**config.mk**
```make
export PLATFORM = sky130hd
export DESIGN_NAME = stopwatch_ctrl
export DESIGN_NICKNAME = d
export VERILOG_FILES = /design/src/rtl/stopwatch_pkg.sv /design/src/rtl/stopwatch_ctrl_btn_conditioner.sv /design/src/rtl/stopwatch_ctrl.sv
export SDC_FILE = /design/constraint.sdc
export NUM_CORES = 1
export LEC_CHECK = 0
export BUFFER_PORTS_ARGS = -buffer_cell sky130_fd_sc_hd__buf_2
export CAP_MARGIN = 20
export CORE_MARGIN = 3
export CORE_UTILIZATION = 40
export CTS_CLUSTER_SIZE = 40
export DETAILED_ROUTE_END_ITERATION = 6
export HOLD_SLACK_MARGIN = 0.12
export SYNTH_ARGS = -nofsm -noshare
export SYNTH_HDL_FRONTEND = slang
export SYNTH_SLANG_ARGS = --single-unit
```
**constraint.sdc**
```tcl
create_clock -name clk -period 2.3 [get_ports clk]
set_clock_uncertainty 0.2 [all_clocks]
set_input_delay 0.115 -clock clk [delete_from_list [all_inputs] [get_ports clk]]
set_output_delay 0.115 -clock clk [all_outputs]
set_load 0.1 [all_outputs]
```
**src/rtl/stopwatch_pkg.sv**
```systemverilog
// Shared types and helpers for the stopwatch control sequencer.
package stopwatch_pkg;

  typedef enum logic [1:0] {
    ST_IDLE   = 2'd0,
    ST_RUN    = 2'd1,
    ST_PAUSED = 2'd2
  } sw_state_t;

  // Prescaler divide ratio between the system clock and the count tick.
  function automatic int unsigned tick_div(input int unsigned clk_hz,
                                           input int unsigned tick_hz);
    return clk_hz / tick_hz;
  endfunction

endpackage

```
**src/rtl/stopwatch_ctrl_btn_conditioner.sv**
```systemverilog
// Button conditioner: 2-flop synchroniser, debounce counter, registered
// rising-edge press pulse on the debounced level.
module btn_conditioner #(
  parameter int unsigned DB_CYCLES = 1_000_000
) (
  input  logic clk,
  input  logic reset,
  input  logic raw,
  output logic level,
  output logic press
);

  localparam int unsigned CW = $clog2(DB_CYCLES + 1);

  logic          r_sync1;
  logic          r_sync2;
  logic [CW-1:0] r_cnt;
  logic          r_level;
  logic          r_level_q;
  logic          r_press;

  // Synchronise, count consecutive disagreeing cycles, flip level, detect rise.
  always_ff @(posedge clk) begin
    if (reset) begin
      r_sync1   <= 1'b0;
      r_sync2   <= 1'b0;
      r_cnt     <= '0;
      r_level   <= 1'b0;
      r_level_q <= 1'b0;
      r_press   <= 1'b0;
    end else begin
      r_sync1 <= raw;
      r_sync2 <= r_sync1;
      if (r_sync2 != r_level) begin
        if (r_cnt == CW'(DB_CYCLES - 1)) begin
          r_level <= r_sync2;
          r_cnt   <= '0;
        end else begin
          r_cnt <= r_cnt + CW'(1);
        end
      end else begin
        r_cnt <= '0;
      end
      r_level_q <= r_level;
      r_press   <= r_level & ~r_level_q;
    end
  end

  assign level = r_level;
  assign press = r_press;

endmodule

```
**src/rtl/stopwatch_ctrl.sv**
```systemverilog
// Stopwatch control sequencer: conditions the start/stop/clear buttons,
// runs the IDLE/RUN/PAUSED machine and generates count_en / count_clr.
// Optional lap (display hold) feature enabled by defining STOPWATCH_LAP_EN.
module stopwatch_ctrl
  import stopwatch_pkg::*;
#(
  parameter int unsigned CLK_HZ    = 100_000_000,
  parameter int unsigned TICK_HZ   = 10,
  parameter int unsigned DB_CYCLES = 1_000_000
) (
  input  logic clk,
  input  logic reset,
  input  logic start_btn,
  input  logic stop_btn,
  input  logic clear_btn,
  output logic count_en,
  output logic count_clr,
  output logic running,
  output logic paused,
  output logic disp_hold
);

  localparam int unsigned TICK_DIV = tick_div(CLK_HZ, TICK_HZ);
  localparam int unsigned PW       = (TICK_DIV > 1) ? $clog2(TICK_DIV) : 1;

  logic          w_start_press;
  logic          w_stop_press;
  logic          w_clear_press;
  // Debounced levels are not needed by the sequencer itself.
  logic [2:0]    w_unused_levels;

  sw_state_t     r_state;
  logic [PW-1:0] r_presc;
  logic          r_count_en;
  logic          r_count_clr;
  logic          r_running;
  logic          r_paused;
`ifdef STOPWATCH_LAP_EN
  logic          r_hold;
`endif

  btn_conditioner #(.DB_CYCLES(DB_CYCLES)) u_start (
    .clk(clk), .reset(reset), .raw(start_btn),
    .level(w_unused_levels[0]), .press(w_start_press)
  );

  btn_conditioner #(.DB_CYCLES(DB_CYCLES)) u_stop (
    .clk(clk), .reset(reset), .raw(stop_btn),
    .level(w_unused_levels[1]), .press(w_stop_press)
  );

  btn_conditioner #(.DB_CYCLES(DB_CYCLES)) u_clear (
    .clk(clk), .reset(reset), .raw(clear_btn),
    .level(w_unused_levels[2]), .press(w_clear_press)
  );

  // State machine, prescaler and registered outputs; clear > stop > start.
  always_ff @(posedge clk) begin
    if (reset) begin
      r_state     <= ST_IDLE;
      r_presc     <= '0;
      r_count_en  <= 1'b0;
      r_count_clr <= 1'b0;
      r_running   <= 1'b0;
      r_paused    <= 1'b0;
`ifdef STOPWATCH_LAP_EN
      r_hold      <= 1'b0;
`endif
    end else begin
      r_count_en  <= 1'b0;
      r_count_clr <= 1'b0;

      // Prescaler counts cycles spent in RUN, holds in PAUSED, zero in IDLE.
      if (w_clear_press || (r_state == ST_IDLE)) begin
        r_presc <= '0;
      end else if (r_state == ST_RUN) begin
        if (r_presc == PW'(TICK_DIV - 1)) begin
          r_presc    <= '0;
          r_count_en <= 1'b1;
        end else begin
          r_presc <= r_presc + PW'(1);
        end
      end

      if (w_clear_press) begin
        r_state     <= ST_IDLE;
        r_count_clr <= 1'b1;
        r_running   <= 1'b0;
        r_paused    <= 1'b0;
`ifdef STOPWATCH_LAP_EN
        r_hold      <= 1'b0;
`endif
      end else begin
        case (r_state)
          ST_IDLE: begin
            if (w_start_press && !w_stop_press) begin
              r_state   <= ST_RUN;
              r_running <= 1'b1;
            end
          end
          ST_RUN: begin
            if (w_stop_press) begin
              r_state   <= ST_PAUSED;
              r_running <= 1'b0;
              r_paused  <= 1'b1;
`ifdef STOPWATCH_LAP_EN
              r_hold    <= 1'b0;
            end else if (w_start_press) begin
              r_hold    <= ~r_hold;
`endif
            end
          end
          ST_PAUSED: begin
            if (w_start_press && !w_stop_press) begin
              r_state   <= ST_RUN;
              r_running <= 1'b1;
              r_paused  <= 1'b0;
            end
          end
          default: begin
            r_state   <= ST_IDLE;
            r_running <= 1'b0;
            r_paused  <= 1'b0;
          end
        endcase
      end
    end
  end

  assign count_en  = r_count_en;
  assign count_clr = r_count_clr;
  assign running   = r_running;
  assign paused    = r_paused;
`ifdef STOPWATCH_LAP_EN
  assign disp_hold = r_hold;
`else
  assign disp_hold = 1'b0;
`endif

endmodule

```
* Word-level counts from Yosys, hierarchy flattened
Index checks and enable logic that the tools add are counted.
** Word-level totals
- Register bits after elaboration :: 105
- Bits of input ports :: 5
- Output and inout bits :: 5
- Word-level logic and storage cells :: 79
** Cells by class
- $add $sub $neg :: 4
- Equal/unequal tests :: 12
- Mux-type cells :: 12
- Bitwise operators :: 11
- Reduce and logical (&&, ||, !) cells :: 16
** Operator list (number)
- $add 20x1->20 const B :: 3
- $eq 20x20->1 const B :: 3
- $add 24x1->24 const B :: 1
- $eq 24x24->1 const B :: 1
- $mux 24 :: 1
- $reduce_or 3->1 :: 4
- $not 1->1 :: 8
- $reduce_and 2->1 :: 4
- $mux 1 :: 6
- $reduce_or 2->1 :: 3
- $mux 2 :: 2
- $ne 2x1->1 const B :: 2
- $pmux 2 s2 :: 1
- $and 1x1->1 :: 3
- $ne 1x1->1 :: 3
- $pmux 1 s3 :: 1
- $reduce_and 3->1 :: 1
- $eq 2x1->1 const B :: 1
- $eq 2x2->1 const B :: 1
- $logic_not 2->1 :: 1
- $ne 2x2->1 const B :: 1
- $pmux 1 s2 :: 1
- $logic_and 1x1->1 :: 1
- $logic_not 1->1 :: 1
- $logic_or 1x1->1 :: 1

* Depth between registers and ports, before layout
Gate-level depths: netlist of run 1.
- Depth in word-level cells :: 4
- Gate-level depth with buffers :: 6
- Mapped depth without buffers :: 5

* Modules after synthesis
Synthesis of run 1 repeated with hierarchy kept, for this count alone.
** Unflattened totals
- Cells, all modules :: 521
- Area, all modules :: 4662.0 um2
** By module, submodules not included
- btn_conditioner :: instances 3, cells an instance 119, area each 1074.8 um2
- stopwatch_ctrl :: instances 1, cells an instance 164, area each 1437.6 um2

* Worst setup path after synthesis of run 1
No wires, ideal clock.
- Path kind :: flip-flop to flip-flop
- Start :: register r_state[0]
- End :: register r_presc[23]
- Data arrival time :: 2.727 ns
- Required time :: 2.019 ns
- Slack :: -0.708 ns
- Cell stages (with the launch flop) :: 6
- Buffers on the path :: 1
- Path through :: dfxtp_1 nand4b_2 or4_1 buf_2 or4_4 a211oi_2
** On the way
- Longest elaborated chain between the ends :: 3
** RTL lines
- start, declared :: RTL line stopwatch_ctrl.sv:32 : sw_state_t r_state;
- start signal, assigned :: RTL line stopwatch_ctrl.sv:60 : r_state <= ST_IDLE;
- start signal, assigned :: RTL line stopwatch_ctrl.sv:86 : r_state <= ST_IDLE;
- start signal, assigned :: RTL line stopwatch_ctrl.sv:97 : r_state <= ST_RUN;
- $logic_not 2->1 :: RTL line stopwatch_ctrl.sv:74 : if (w_clear_press || (r_state == ST_IDLE)) begin
- $logic_or 1x1->1 :: RTL line stopwatch_ctrl.sv:74
- $reduce_or 2->1 (no source line)
- end signal, assigned :: RTL line stopwatch_ctrl.sv:81 : r_presc <= r_presc + PW'(1);
- end, declared :: RTL line stopwatch_ctrl.sv:33 : logic [PW-1:0] r_presc;
Several ways; a longest one is shown, not always the timed one.
A chain may end at the register's enable or synchronous reset.

* Worst setup path in the final report of run 1
- Start :: register u_start.r_cnt[11]
- End :: register u_start.r_cnt[19]
** On the way
- Longest elaborated chain between the ends :: 2
** RTL lines
- start, declared :: RTL line stopwatch_ctrl_btn_conditioner.sv:17 : logic [CW-1:0] r_cnt;
- start signal, assigned :: RTL line stopwatch_ctrl_btn_conditioner.sv:39 : r_cnt <= r_cnt + CW'(1);
- parallel branches: the longest is 2 deep, another holds $add 20x1->20
Parallel ways; which one is timed is not known.

==> metrics, run 1 <==
status=finished, final reports clean; DR iter-0 viols=194; synth-to-layout area growth=18.4%; drt first pass iters=4; Via density=5.30; Worst-Skew Late Latency=0.35 ns; global-route wire length before repair=15.7 mm; vias in the first global route=3,555; upper clock frequency limit=0.448 GHz; H-tree levels=3; row cnt=38; cell family with most CP delay=simple AND/OR/NAND/NOR gates; final antenna-violating net count=0; TritonCTS sink count=~100; Post-synth EDFFs=0; routed length per instance=12.6 um; Synth top cells by count=dfxtp_1 (104), nor2_1 (54), nand3_1 (32); # fillers=1,068; WHS Path Cells=1; Post-Route Setup TNS=0 ns; I/O pin count=10; port bufs=8; CTS Buf Count=9; Die Ht=113 um; Total Routing Usage GR=between 10% and 20%; hold slack=0.181 ns; WP data arrival=2.26 ns; CP max-delay cell=or4_4; Die Width=113 um; syn nets=531; Critical path origin=u_start.r_cnt[11]; CP Data Required Time=2.33 ns; Startpoint Class=flop; Synth Warn #=0; Hold Vio Cnt, Final=0; ys flop type=dfxtp_1; Core ar.=0.0110 mm2; pwr dens=629 mW/mm2; largest net degree at the start of global routing=22; most common cell in the netlist=dfxtp_1; gpl congestion=about 0.81; Async SR Flop Fraction=0%; Netlist cell types=43; Starting Density=41.5%; top cells by area, synth=dfxtp_1 (45%), xnor2_1 (5.7%), nor2_1 (4.4%), xor2_1 (4.0%), nand3_1 (3.5%); Reg-to-Reg Start=u_start.r_cnt[11]; initial antenna violation count=0; Worst path max stage delay=approximately 0.58 ns; crit path kind=reg2reg; CTS tree=yes; CP max FO=5; total power=3.41 mW; Hold Crit Class=reg2reg; Period minus WS final=between 2 and 2.5 ns; Worst-path clk slew=0.07 ns; fin crit share=97.1%; Peak supply drop=426 uV; share of cells above drive strength 1=13.7%; maxcap violations=0; reg2reg path depth=5; Setup-failing EPs final=0; Max Slew Vio Count=0; synthesized area per cell=around 9 um2; final wirelength=8.90 mm; leading area contributor after synthesis=dfxtp_1; Post-Syn Instances=522; remaining global-route overflow=0; HPWL Detailed=6.13 mm; post-synth top area share=between 40% and 50%; Max Root-Sink Buffers=2; die area=0.0128 mm2; Buf/Inv on CP=1; register area share after synthesis=around 45%; Post-CTS Setup Inserts=0; mapped cell area=0.00458 mm2; Critical Path Stages=5; Critical Path, Cell by Cell=or4bb_1, or4_4, o21ai_4, buf_6, a21oi_1; Critical Path Sink Type=flop; LEAKAGE=1.71 nW; nets@finish=572; via count=3,755; CTS Root Cell=clkbuf_16; DRC=0; post-synthesis register bit count=104; Antenna diodes=0; worst hold path startpoint=u_clear.r_level_q
## through the flow
stage / utilization (%) / setup slack (ns) / area [um2] / std cells
final: 49.1 / 0.0660 / 5420 / 708
after global routing: 49.1 / -0.0139 / 5420 / 708
after detailed placement: 45.0 / 0.00721 / 4970 / 682
after CTS: 48.4 / 0.00564 / 5340 / 705
after floorplan: - / 0.00880 / 4600 / 522
after global placement: 45.0 / 0.0416 / 4970 / 682
## cell usage in the layout, fill, tap and decap left out, types with 7 or more instances in the layout
| master | n |
|---|---|
| nor4_1 | 9 |
| or3_1 | 22 |
| nor3_1 | 27 |
| inv_1 | 16 |
| nand4_1 | 24 |
| a21oi_1 | 23 |
| or4_1 | 7 |
| nor2b_1 | 14 |
| dfxtp_1 | 102 |
| a211oi_1 | 9 |
| nand3_1 | 32 |
| nand2_1 | 22 |
| xor2_1 | 21 |
| buf_2 | 8 |
| dlygate4sd3_1 | 7 |
| xnor2_1 | 30 |
| clkbuf_16 | 9 |
| buf_4 | 31 |
| and4_1 | 8 |
| o21ai_0 | 23 |
| nor2_1 | 54 |
## flip-flops by register name, indices dropped and copies added, names as in the netlist, 2 cells and up
signal         count
r_state            2
u_start.r_cnt     20
r_presc           24
u_clear.r_cnt     20
u_stop.r_cnt      20
## what timing repair did
action                     4_1_cts  5_1_grt
gates resized for setup          0       18
hold endpoints to repair        17        0
hold buffers                     7        0
setup endpoints to repair        0       44
## logic make-up (layout without fill, tap and decap cells)
logic type | Yosys count | count (layout) | share of synthesized area (%)
other cells | 1 | 1 | 0.0819
buf+inv | 38 | 84 | 3.47
fa+ha+maj | 4 | 4 | 1.09
xor+xnor | 51 | 51 | 9.75
flops | 104 | 104 | 45.5
simple gates | 251 | 251 | 30.5
mux | 3 | 3 | 0.710
compound gates | 70 | 70 | 8.93
## area by class of cell
type | instances | area, um2 | share of cell area (%)
Clock buffer | 11 | 243 | 4.48
Clock inverter | 5 | 61.3 | 1.13
Inverter | 16 | 60.1 | 1.11
Multi-Input combinational cell | 380 | 2380 | 44.0
Sequential cell | 104 | 2090 | 38.5
Tap cell | 140 | 175 | 3.23
Timing Repair Buffer | 52 | 410 | 7.57
## routing by layer
metal | track usage (%) | vias to the layer above | part of all wire, %
met5 | 0 | - | 0
met2 | 24.6 | 45 | 48
met3 | 4.76 | 12 | 3.4
met4 | 4.65 | 0 | 1.5
met1 | 18.2 | 1740 | 47
li1 | - | 1958 | -
## worst register-to-register path: stages (launching register included)
cell and delay [ns]:
dfxtp_1 0.34, or4bb_1 0.53, or4_4 0.58, o21ai_4 0.26
buf_6 0.16, a21oi_1 0.05
## path summary, 6_finish.rpt
| check | endpoint | slack, ns |
|---|---|---|
| max | u_start.r_cnt[19] | 0.07 |
| min | u_clear.press | 0.18 |
| max reg2reg | u_start.r_cnt[19] | 0.07 |
| min reg2reg | u_clear.press | 0.18 |
## where the power goes
part           total (mW)  switching, mW  internal [mW]
combinational      0.0512         0.0292         0.0220
sequential           1.81        0.00346           1.80
clock                1.55          0.667          0.882
total                3.41          0.699           2.71
Power figures use the tool's default switching activity.
==> run 2: changes to the inputs <==
--- a/config.mk
+++ b/config.mk
@@ -13,3 +13,3 @@
 export DETAILED_ROUTE_END_ITERATION = 6
-export HOLD_SLACK_MARGIN = 0.12
+export HOLD_SLACK_MARGIN = 0.15
 export SYNTH_ARGS = -nofsm -noshare
==> constraint.sdc (replaced) <==
create_clock -name clk -period 2.3 [get_ports clk]
set_clock_uncertainty 0.2 [all_clocks]
set_input_delay 0.69 -clock clk [delete_from_list [all_inputs] [get_ports clk]]
set_output_delay 0.69 -clock clk [all_outputs]
set_load 0.1 [all_outputs]
==> metrics, run 2 (synthesis results as in run 1) <==
Die Width=between 100 and 150 um; Hold Vio Cnt, Final=0; net switching power=694 uW; Logic pwr share=1.2%; Worst path max stage delay=about 0.66 ns; Peak supply drop=523 uV; Reg-to-Reg Start=u_start.r_cnt[15]; final worst slack=0.0768 ns; commonest non-fill, non-tap cell in the layout=dfxtp_1; sequential share of power=roughly half; Reg area=~0.0021 mm2; final wirelength=8.61 mm; largest net degree at the start of global routing=22; pwr dens=653 mW/mm2; nets@finish=565; gpl congestion=~0.8; net switching fraction of the power=approximately a fifth; fin crit share=96.7%; port bufs=8; Die Ht=~110 um; routed length per instance=between 10 and 15 um; Total Routing Usage GR=13.9%; status=finished, final reports clean; Largest Register=r_presc; Setup-failing EPs final=0; Critical Path, Cell by Cell=or4b_2, or4_4, o21ai_4, buf_6, a21oi_1; Worst R2R End=u_start.r_cnt[13]; maxcap violations=0; Critical Path Sink Type=flop; most frequent cells in the layout=dfxtp_1 (101), nor2_1 (54), buf_4 (33); TritonCTS sink count=104; internal cell power=2.81 mW; WP data arrival=2.25 ns; DR iter-0 viols=166; r2r setup slk=0.08 ns; max reg flops=24; CP max FO=5; die area=0.0128 mm2; CTS Buf Count=9; CTS tree=yes; Starting Density=41.5%; Max Root-Sink Buffers=2; global-route wire length before repair=15.2 mm; CP Data Required Time=2.32 ns; vias in the first global route=~3,500; Worst-Skew Late Latency=0.34 ns; Worst-path clk slew=0.07 ns; final non-filler cell area=roughly 0.0054 mm2; # fillers=1,050; Hold Path End=u_clear.press; Startpoint Class=flop; hold slack=approximately 0.18 ns; Max Slew Vio Count=0; worst hold path startpoint=u_clear.r_level_q; Post-Place Worst Slack=0.0128 ns; area of the multi-input gates=0.00238 mm2; placed cell area=around 0.0050 mm2; remaining global-route overflow=0; WHS Path Cells=1; crit path kind=reg2reg; share of cells above drive strength 1=around 14%; Period minus WS final=between 2 and 2.5 ns; row cnt=38; I/O pin count=10; initial antenna violation count=0; clock network power share=47.1%; Antenna diodes=0; HPWL Detailed=6.00 mm; DRC=0; Hold Crit Class=reg2reg; RSZ-0062 raised after global routing=false; via count=3,723; synth-to-layout area growth=17.2%; Post-Route Setup TNS=0 ns; Core ar.=0.0110 mm2; H-tree levels=3; CTS Root Cell=clkbuf_16; reg2reg path depth=5; total power=3.50 mW; CTS Hold Bufs=0; drt first pass iters=5; final antenna-violating net count=0; CP max-delay cell=or4b_2; upper clock frequency limit=0.450 GHz; LEAKAGE=1.67 nW; Via density=5.31
-- run 2: cell count changes in the layout (fill, tap and decap cells not counted), moves of 2 or more --
cell / change
dlygate4sd3_1: -7
inv_6: -2
clkinv_4: +2
buf_6: -2
buf_4: +2
-- run 2: final cells by class --
type                       count  share of cell area, %
inverter                      16                   1.12
multi-input combinational    380                   44.3
sequential                   104                   38.9
clock inverter                 6                   1.70
clock buffer                  10                   4.45
tap                          140                   3.26
timing repair buffer          45                   6.20
-- run 2: per-stage QoR --
| stage | util, % | cells |
|---|---|---|
| floorplan | - | 522 |
| global placement | 45.0 | 682 |
| detailed placement | 45.0 | 682 |
| CTS | 48.0 | 698 |
| global route | 48.6 | 701 |
| finish | 48.6 | 701 |
-- run 2: timing repair --
item / in CTS / in global routing
setup endpoints to repair: 0 / 39
buffers inserted: 0 / 0
resized for setup: 0 / 17
-- run 2: metal layers --
| metal | track usage [%] | vias up | share of wire [%] |
|---|---|---|---|
| met1 | 18.3 | 1740 | 49 |
| met2 | 22.8 | 38 | 47 |
| met4 | 3.69 | 0 | 0.78 |
| met3 | 3.42 | 4 | 2.7 |
| li1 | - | 1941 | - |
| met5 | 0 | - | 0 |
-- run 2: power by group through the flow --
stage | sequential [mW] | combinational [mW] | clock (mW)
after floorplan | 1.85 | 0.0299 | 0
after global placement | 1.85 | 0.0377 | 0
after detailed placement | 1.85 | 0.0386 | 0
after CTS | 1.81 | 0.0386 | 1.70
after global routing | 1.81 | 0.0475 | 1.78
final | 1.81 | 0.0429 | 1.65
-- run 2: worst max path at each step --
stage                     slack (ns)           endpoint  cells after the start              start
final                           0.08  u_start.r_cnt[13]                      5  u_start.r_cnt[15]
after global routing            0.01  u_start.r_cnt[11]                      5  u_start.r_cnt[11]
after CTS                      0.002   u_start.r_cnt[4]                      5  u_start.r_cnt[15]
after detailed placement        0.01   u_start.r_cnt[3]                      5  u_start.r_cnt[15]
after global placement          0.03   u_start.r_cnt[5]                      5  u_start.r_cnt[15]
after floorplan                0.009        r_presc[20]                      5         r_state[0]
-- run 2: critical path, delay by kind of cell (launching register included) --
family,cells,cell delay [ns]
compound gates,2,0.31
buf+inv,1,0.17
flops,1,0.31
simple gates,2,1.12
==> run 3: changes to the inputs <==
CORE_UTILIZATION = 55   (was 40)
PLACE_DENSITY = 0.74   (was unset)
==> metrics, run 3 (synthesis results as in run 1) <==
crit path kind=reg2reg; Startpoint Class=flop; Period minus WS final=2.22 ns; gpl congestion=0.820; placed cell area=0.00492 mm2; clock network power share=37.3%; global-route wire length before repair=14.7 mm; drt first pass iters=4; CTS Buf Count=9; CTS Hold Bufs=0; final worst slack=0.0780 ns; Post-Route Setup TNS=0 ns; CP max FO=10; Setup-failing EPs final=0; net switching fraction of the power=23.2%; final non-filler cell area=0.00517 mm2; final antenna-violating net count=0; row cnt=32; Critical Path, Cell by Cell=or4b_2, or4_4, o21ai_4, buf_6, a21oi_1; CP max-delay cell=or4b_2; Die Width=97.2 um; CTS Root Cell=clkbuf_8; vias in the first global route=3,467; port bufs=8; upper clock frequency limit=0.450 GHz; nets@finish=564; r2r setup slk=0.08 ns; share of cells above drive strength 1=between 10% and 20%; maxcap violations=0; internal cell power=2.27 mW; Hold Crit Class=reg2reg; largest net degree at the start of global routing=22; commonest non-fill, non-tap cell in the layout=dfxtp_1; Buf/Inv on CP=1; synth-to-layout area growth=12.9%; Starting Density=58.1%; most frequent cells in the layout=dfxtp_1 (101), nor2_1 (54), buf_4 (33); routed length per instance=13.1 um; Critical Path Sink Type=flop; Antenna diodes=0; CTS tree=yes; DRC=0; Max Root-Sink Buffers=2; max reg flops=24; CP Data Required Time=2.36 ns; Logic pwr share=1.4%; H-tree levels=3; fin crit share=96.6%; TritonCTS sink count=104; pwr dens=571 mW/mm2; Post-Place Worst Slack=-0.00236 ns; cell family with most CP delay=simple AND/OR/NAND/NOR gates; Peak supply drop=341 uV; DR iter-0 viols=103; Hold Vio Cnt, Final=0; final wirelength=8.69 mm; Die Ht=97.2 um; Worst path max stage delay=roughly 0.66 ns; initial antenna violation count=0; Largest Register=r_presc; remaining global-route overflow=0; net switching power=685 uW; Worst-Skew Late Latency=0.38 ns; sequential share of power=61.2%; Max Slew Vio Count=0; LEAKAGE=1.60 nW; status=finished, final reports clean; Total Routing Usage GR=18.3%; Via density=roughly 5.7; die area=0.00946 mm2; via count=around 3,800; WP data arrival=2.29 ns; Post-CTS Setup Inserts=0; HPWL Detailed=6.11 mm; I/O pin count=10; Worst-path clk slew=0.11 ns; Core ar.=0.00789 mm2; final core occ=65.5%
## run 3: cell types whose count changed in the layout (fill, tap and decap cells not counted)
cell       before  now
buf_6           4    3
bufinv_16       2    0
clkbuf_16       9    0
clkbuf_8        1   10
clkinv_4        2    0
clkinv_8        0    1
inv_4           1    0
inv_6           0    4
or4_1           7    8
or4_4           4    3
## run 3: worst register-to-register path, cell delays in order (launching register included)
cell	delay, ns
dfxtp_1	0.33
or4b_2	0.66
or4_4	0.46
o21ai_4	0.24
buf_6	0.18
a21oi_1	0.04
## run 3: final timing paths
kind,startpoint,endpoint,cells past startpoint
max,u_start.r_cnt[15],u_start.r_cnt[17],5
min,u_clear.r_level_q,u_clear.press,1
max reg2reg,u_start.r_cnt[15],u_start.r_cnt[17],5
min reg2reg,u_clear.r_level_q,u_clear.press,1
## run 3: layout make-up
type	instances	area [um2]
clock buffers	10	138
clock inverters	6	58.8
fillers	670	2720
inverters	16	60.1
multi-input cells	380	2370
flip-flops and latches	104	2090
well taps	102	128
repair buffers	44	322
## run 3: power by group through the flow
stage               Combinational (mW)  Clock, mW  Sequential [mW]
floorplan                       0.0299          0             1.85
global route                    0.0475       1.22             1.81
finish                          0.0426       1.10             1.81
detailed placement              0.0393          0             1.85
global placement                0.0388          0             1.85
CTS                             0.0398       1.14             1.81
## run 3: metrics by stage
step                total power, mW  hold slack (ns)  cells
floorplan                      1.88            0.167    522
global placement               1.89            0.172    644
detailed placement             1.89            0.183    644
CTS                            2.99            0.198    660
global route                   3.07            0.200    662
finish                         2.95            0.190    662
## run 3: per-layer routing
metal | wire length (um) | part of all wire [%] | global-route usage [%]
met2 | 4280 | 49 | 32.1
met4 | 133 | 1.5 | 5.75
met1 | 4000 | 46 | 21.7
met5 | 0 | 0 | 0
met3 | 277 | 3.2 | 5.31
## run 3: what timing repair did
action | in CTS | in global routing
setup endpoints to repair | 18 | 26
cloned | 0 | 2
pin swaps | 0 | 3
gates resized for setup | 2 | 11
